<file path="src/rtl/app_level_resp_return.sv">
// Response return path: buffers downstream read responses in order for the app and
// tracks issue credits (in-flight to downstream, outstanding until delivered to app).
module app_level_resp_return #(
    parameter int unsigned DATA_WIDTH      = 512,
    parameter int unsigned SIZE_WIDTH      = 64,
    parameter int unsigned FIFO_DEPTH      = 4,
    parameter int unsigned MAX_OUTSTANDING = 15,
    localparam int unsigned CW             = $clog2(MAX_OUTSTANDING + 1)
) (
    input  logic                  clk,
    input  logic                  rst,
    input  logic                  enabled,
    input  logic                  req_issued,
    input  logic                  memResp_valid,
    input  logic [DATA_WIDTH-1:0] memResp_data,
    input  logic [SIZE_WIDTH-1:0] memResp_size,
    output logic                  memResp_grant,
    output logic                  appResp_valid,
    output logic [DATA_WIDTH-1:0] appResp_data,
    output logic [SIZE_WIDTH-1:0] appResp_size,
    input  logic                  appResp_ready,
    output logic                  can_issue,
    output logic [CW-1:0]         outstanding,
    output logic                  err_unexpected,
    output logic                  err_overissue
);

    localparam int unsigned PW = $clog2(FIFO_DEPTH);
    localparam int unsigned NW = $clog2(FIFO_DEPTH + 1);
    localparam int unsigned EW = DATA_WIDTH + SIZE_WIDTH;

    logic [EW-1:0] mem_q [FIFO_DEPTH];
    logic [PW-1:0] wr_ptr_q, rd_ptr_q;
    logic [NW-1:0] count_q, count_d;
    logic [CW-1:0] inflight_q, inflight_d;
    logic [CW-1:0] outstanding_q, outstanding_d;
    logic          err_unexpected_q, err_overissue_q;
    logic          issue_ok, expected, push, pop;
    logic [EW-1:0] head;

    assign can_issue = enabled & (outstanding_q < CW'(MAX_OUTSTANDING));
    assign issue_ok  = req_issued & can_issue;
    // A response is legitimate if a read is in flight or one is being issued this cycle.
    assign expected  = (inflight_q != '0) | issue_ok;

    assign memResp_grant = ~rst & memResp_valid & (count_q < NW'(FIFO_DEPTH));
    assign push          = memResp_grant & expected;
    assign appResp_valid = ~rst & (count_q != '0);
    assign pop           = appResp_valid & appResp_ready;

    assign head         = appResp_valid ? mem_q[rd_ptr_q] : '0;
    assign appResp_data = head[EW-1:SIZE_WIDTH];
    assign appResp_size = head[SIZE_WIDTH-1:0];

    assign outstanding    = outstanding_q;
    assign err_unexpected = err_unexpected_q;
    assign err_overissue  = err_overissue_q;

    always_comb begin
        count_d       = count_q;
        inflight_d    = inflight_q;
        outstanding_d = outstanding_q;
        unique case ({push, pop})
            2'b10:   count_d = count_q + 1'b1;
            2'b01:   count_d = count_q - 1'b1;
            default: count_d = count_q;
        endcase
        unique case ({issue_ok, push})
            2'b10:   inflight_d = inflight_q + 1'b1;
            2'b01:   inflight_d = inflight_q - 1'b1;
            default: inflight_d = inflight_q;
        endcase
        unique case ({issue_ok, pop})
            2'b10:   outstanding_d = outstanding_q + 1'b1;
            2'b01:   outstanding_d = outstanding_q - 1'b1;
            default: outstanding_d = outstanding_q;
        endcase
    end

    always_ff @(posedge clk) begin
        if (rst) begin
            count_q          <= '0;
            wr_ptr_q         <= '0;
            rd_ptr_q         <= '0;
            inflight_q       <= '0;
            outstanding_q    <= '0;
            err_unexpected_q <= 1'b0;
            err_overissue_q  <= 1'b0;
        end else begin
            count_q       <= count_d;
            inflight_q    <= inflight_d;
            outstanding_q <= outstanding_d;
            if (push) wr_ptr_q <= wr_ptr_q + 1'b1;
            if (pop)  rd_ptr_q <= rd_ptr_q + 1'b1;
            if (memResp_grant & ~expected) err_unexpected_q <= 1'b1;
            if (req_issued & ~can_issue)   err_overissue_q  <= 1'b1;
        end
    end

    // Storage needs no reset: the head is masked to zero whenever the buffer is empty.
    always_ff @(posedge clk) begin
        if (push) mem_q[wr_ptr_q] <= {memResp_data, memResp_size};
    end

endmodule
</file>
<file path="config.mk">
export PLATFORM = sky130hd
export DESIGN_NAME = app_level_resp_return
export DESIGN_NICKNAME = d
export VERILOG_FILES = /design/src/rtl/app_level_resp_return.sv
export SDC_FILE = /design/constraint.sdc
export NUM_CORES = 2
export LEC_CHECK = 0
export BUFFER_PORTS_ARGS = -buffer_cell sky130_fd_sc_hd__buf_4
export CORE_MARGIN = 1
export CORE_UTILIZATION = 25
export DETAILED_ROUTE_END_ITERATION = 10
export PLACE_DENSITY = 0.51
export SYNTH_ARGS = -nofsm -noshare
export SYNTH_HDL_FRONTEND = slang
export SYNTH_SLANG_ARGS = --single-unit
</file>
<file path="constraint.sdc">
create_clock -name clk -period 20.2 [get_ports clk]
set_input_delay 1.01 -clock clk [delete_from_list [all_inputs] [get_ports clk]]
set_output_delay 1.01 -clock clk [all_outputs]
set_load 0.005 [all_outputs]
</file>
==> results.txt <==
The horizontal die dimension came out at 596 um. Synthesis produced a netlist whose cell count is 3772. The first-pass iteration count of the detailed router is 5.

The data required time of the critical path is 19.19 ns. In the layout the commonest cells are edfxtp_1, buf_4, mux4_2, and2_1, clkbuf_16. In this run the worst path has a maximum fanout of 91.

The average wire per standard cell came out at 23.7 um. The summed area of non-filler cells in the final layout came out at 110000 um2. Setup repair after global routing left no endpoint under its margin. The root buffer cell is clkbuf_16. The number of levels in the clock H-tree is 5.

The TritonCTS sink count came out at 2323. The startpoint identified for the worst hold timing path is memResp_data[274]. The pin count of the biggest net entering global routing came out at 161. Counting tap cells, the placed design contains a total of 9409 instances.

The initial core utilization is 0.252. The non-filler instance count after layout came out at 9896. Summed over all failing endpoints, the final setup total negative slack is 0 ns.

The DRC violation count after routing is 0. The sequential cell fraction of total power came out at 0.501. In the final layout, the share of cells above drive strength 1 is 0.411. The worst hold path depth came out at 1.

For this run the aggregate overflow at the end of global routing stands at 0. Counting the fill cells in the layout gives 33.7k. The final setup slack of the worst path is 12.73 ns. Walking the worst path, the cells encountered are buf_12 -> buf_4 -> buf_4 -> buf_12 -> buf_4 -> mux4_2 -> and2_1 -> buf_4. The fraction of the mapped netlist area in adder cells is 0.00202. TritonCTS built the clock tree.

For this run, the post-layout net count is 5672. The clock-pin slew on the worst setup and hold paths came out at 0.06 ns. In this run the cell area of the synthesized design comes to 88100 um2. Counting I/O delays and the setup requirement, the final critical path takes 7.47 ns.

In this run, distinct cell masters in the synthesized netlist total 36. The first-pass GRT wire length came out at 332000 um. The final wirelength came out at 235000 um. Across the VDD grid, the largest voltage drop is 0.0000749 V. The post-synthesis simple-gate area fraction came out at 0.0435. The final weighted congestion in routability-driven placement is 0.768. The clock latency on the worst-skew pair came out at 0.86 ns.

The mux contribution to synthesized area is 0.148. By area, the combinational part of the netlist is dominated by multiplexers. Buffers placed on the I/O ports in this run total 1166. The leading cell type in the layout, fill and taps excluded is edfxtp_1.

The number of violations reported at the end of detailed-routing iteration 0 came out at 2997. The worst reg2reg path endpoint is mem_q[2][176]. Data arrives at the worst endpoint at 6.46 ns. Dividing the synthesized area by the synthesized cell count gives 23.4 um2. Of the total power, the share spent switching nets is 0.219. The total number of placement rows came out at 217. The internal portion of the total power is 8.50 mW. For this design the static power due to leakage is 36.2 nW. The part of the power in combinational logic is 0.078. The flip-flop and latch count after synthesis came out at 2323. For hold timing, the worst endpoint is mem_q[3][338]. The final number of setup-violating endpoints came out at 0. The wire-length estimate of the detail-placed layout is 151000 um. The area of the core region came out at 350000 um2. The transition at the pin with the smallest max-transition slack came out at 1.14 ns. The die footprint came out at 355000 um2. Counting the buffers created by CTS gives 265. The path class of the tightest hold or removal check is input pin to register. In this run the cell area measured after placement is 102000 um2. In the finished design, the share of the clock period the worst path needs comes to 0.370. The y dimension of the die came out at 596 um. The post-synthesis share of cell area spent on xor and xnor gates is 0.000795. The power density over cell area is 98.7 nW/um2. The worst setup slack after placement came out at 13.30 ns.

The remaining antenna violation count after routing came out at 0. The type of destination of the critical path is an output pin. The fraction of power consumed by the clock network came out at 0.420.

The reg-to-reg setup timing slack is 14.47 ns. The critical path is of the register to output pin type. The overall global routing resource usage is 0.127. The sequential standard cell area is 69600 um2.

STA classifies the critical path startpoint as a register. The count of maximum capacitance violations is 0. The post-synthesis to final-layout area growth came out at 25.2%.

Headroom to the max-slew limit came out at 0.241. The number of buffers inserted by hold repair at cts came out at 0. The number of antenna violations at the first check in global routing was 75.

The average vias per placed instance is 4.32. The number of cells on the worst reg-to-reg path is 7. The post-route clock skew is 0.0435 ns. The count of warnings emitted by yosys is 0. The most numerous cell on the critical path is buf_4.

Based on the critical path, the design can be clocked at up to 0.134 GHz. Among all stages on the critical path, the largest delay is contributed by dfxtp_4. During I/O placement, the number of pins put on the boundary was 1167. The number of gates given a new drive strength after cts came out at 0. In this run the critical register-to-register path is launched from outstanding[1]. The clock passes through at most 4 buffers.

The minimum hold slack is 0.350 ns. Of the synthesized area, sequential elements account for 0.790. The biggest cell delay along the critical path came out at 0.89 ns.

The hold violation total from the final report is 0. The overall via count from detail_route came out at 42.8k. The number of max-slew violations in the final report is 0. When the netlist entered floorplanning its net count stood at 4367. The complex-gate fraction of the synthesized area came out at 0.00142. The multi-input combinational cells in the finished layout cover a total of 17200 um2.

The power spent charging and discharging nets came out at 2.38 mW. The number of buffers added for setup after CTS is 0. The number of global-route vias before repair came to 45.2k. The run finished with clean final reports.
[worst max-delay path, delay by kind of cell, from the launching register on]
kind	cells	cell delay, ns
buffers and inverters	6	3.40
DFF	1	0.89
muxes	1	0.65
and+or+nand+nor	1	0.18
[through the flow]
stage,total power [mW],utilization
2_1_floorplan,6.05,-
3_3_place_gp,6.43,0.292
3_5_place_dp,6.44,0.292
4_1_cts,11.1,0.315
5_1_grt,11.3,0.315
6_report,10.9,0.315
[flip-flops by register name, summed over array words and instances, names as in the netlist, named ones only]
name,count
count_q,3
err_overissue,1
err_unexpected,1
inflight_q,4
mem_q,2304
outstanding,4
rd_ptr_q,2
wr_ptr_q,2
[synth_stat cells, drive strengths merged]
library cell | n | area (um2)
a21oi | 14 | 70.1
a31oi | 1 | 6.26
and2 | 576 | 3600
and3 | 5 | 31.3
and4 | 1 | 8.76
buf | 121 | 1000
clkbuf | 73 | 274
dfxtp | 19 | 380
edfxtp | 2304 | 69200
fa | 2 | 40.0
ha | 11 | 138
inv | 11 | 41.3
mux2 | 1 | 11.3
mux2i | 2 | 20.0
mux4 | 576 | 13000
nand2 | 5 | 18.8
nand2b | 1 | 6.26
nand3 | 3 | 15.0
nand4 | 1 | 6.26
nor2 | 18 | 70.1
nor2b | 4 | 25.0
nor3 | 1 | 5.00
nor3b | 1 | 7.51
nor4 | 1 | 6.26
o21a | 1 | 7.51
o21ai | 5 | 25.0
o31ai | 1 | 7.51
o32ai | 1 | 8.76
or3 | 3 | 18.8
or4 | 1 | 7.51
xnor2 | 1 | 8.76
xor2 | 7 | 61.3
[power by group through the flow]
stage / combinational [mW] / sequential [mW] / clock (mW)
6_report: 0.852 / 5.46 / 4.58
5_1_grt: 0.921 / 5.47 / 4.88
4_1_cts: 0.879 / 5.46 / 4.71
3_5_place_dp: 0.876 / 5.56 / 0
3_3_place_gp: 0.869 / 5.56 / 0
2_1_floorplan: 0.420 / 5.63 / 0
[final cells by class]
class	count	area share
Multi-Input combinational cell	1244	0.156
Timing Repair Buffer	1232	0.0854
Clock buffer	327	0.0636
Inverter	11	0.000374
Sequential cell	2323	0.631
Clock inverter	134	0.0110
Antenna cell	26	0.000590
Tap cell	4599	0.0522
[worst max path at each step]
stage,startpoint,to,slack [ns],cells past startpoint
2_1_floorplan,req_issued,mem_q[0][0],4.63,3
3_3_place_gp,register,appResp_data[158],13.27,8
3_5_place_dp,register,appResp_data[167],13.30,8
4_1_cts,register,appResp_data[167],12.32,8
5_1_grt,register,appResp_data[167],12.00,8
6_report,register,appResp_data[158],12.73,8
[cells by family after synthesis]
family,count (synthesis)
multiplexers,579
buffers and inverters,205
AND/OR/NAND/NOR,621
flip-flops,2323
adder cells (fa/ha/maj),13
XOR/XNOR,8
AO/OA/AOI/OAI,23
[routing by layer]
metal	routed length (um)	share of wire	GRT usage
met1	91900	0.39	0.152
met2	112000	0.48	0.208
met3	24100	0.10	0.0548
met4	6490	0.028	0.0378
met5	535	0.0023	0
Power figures use the tool's default switching activity.
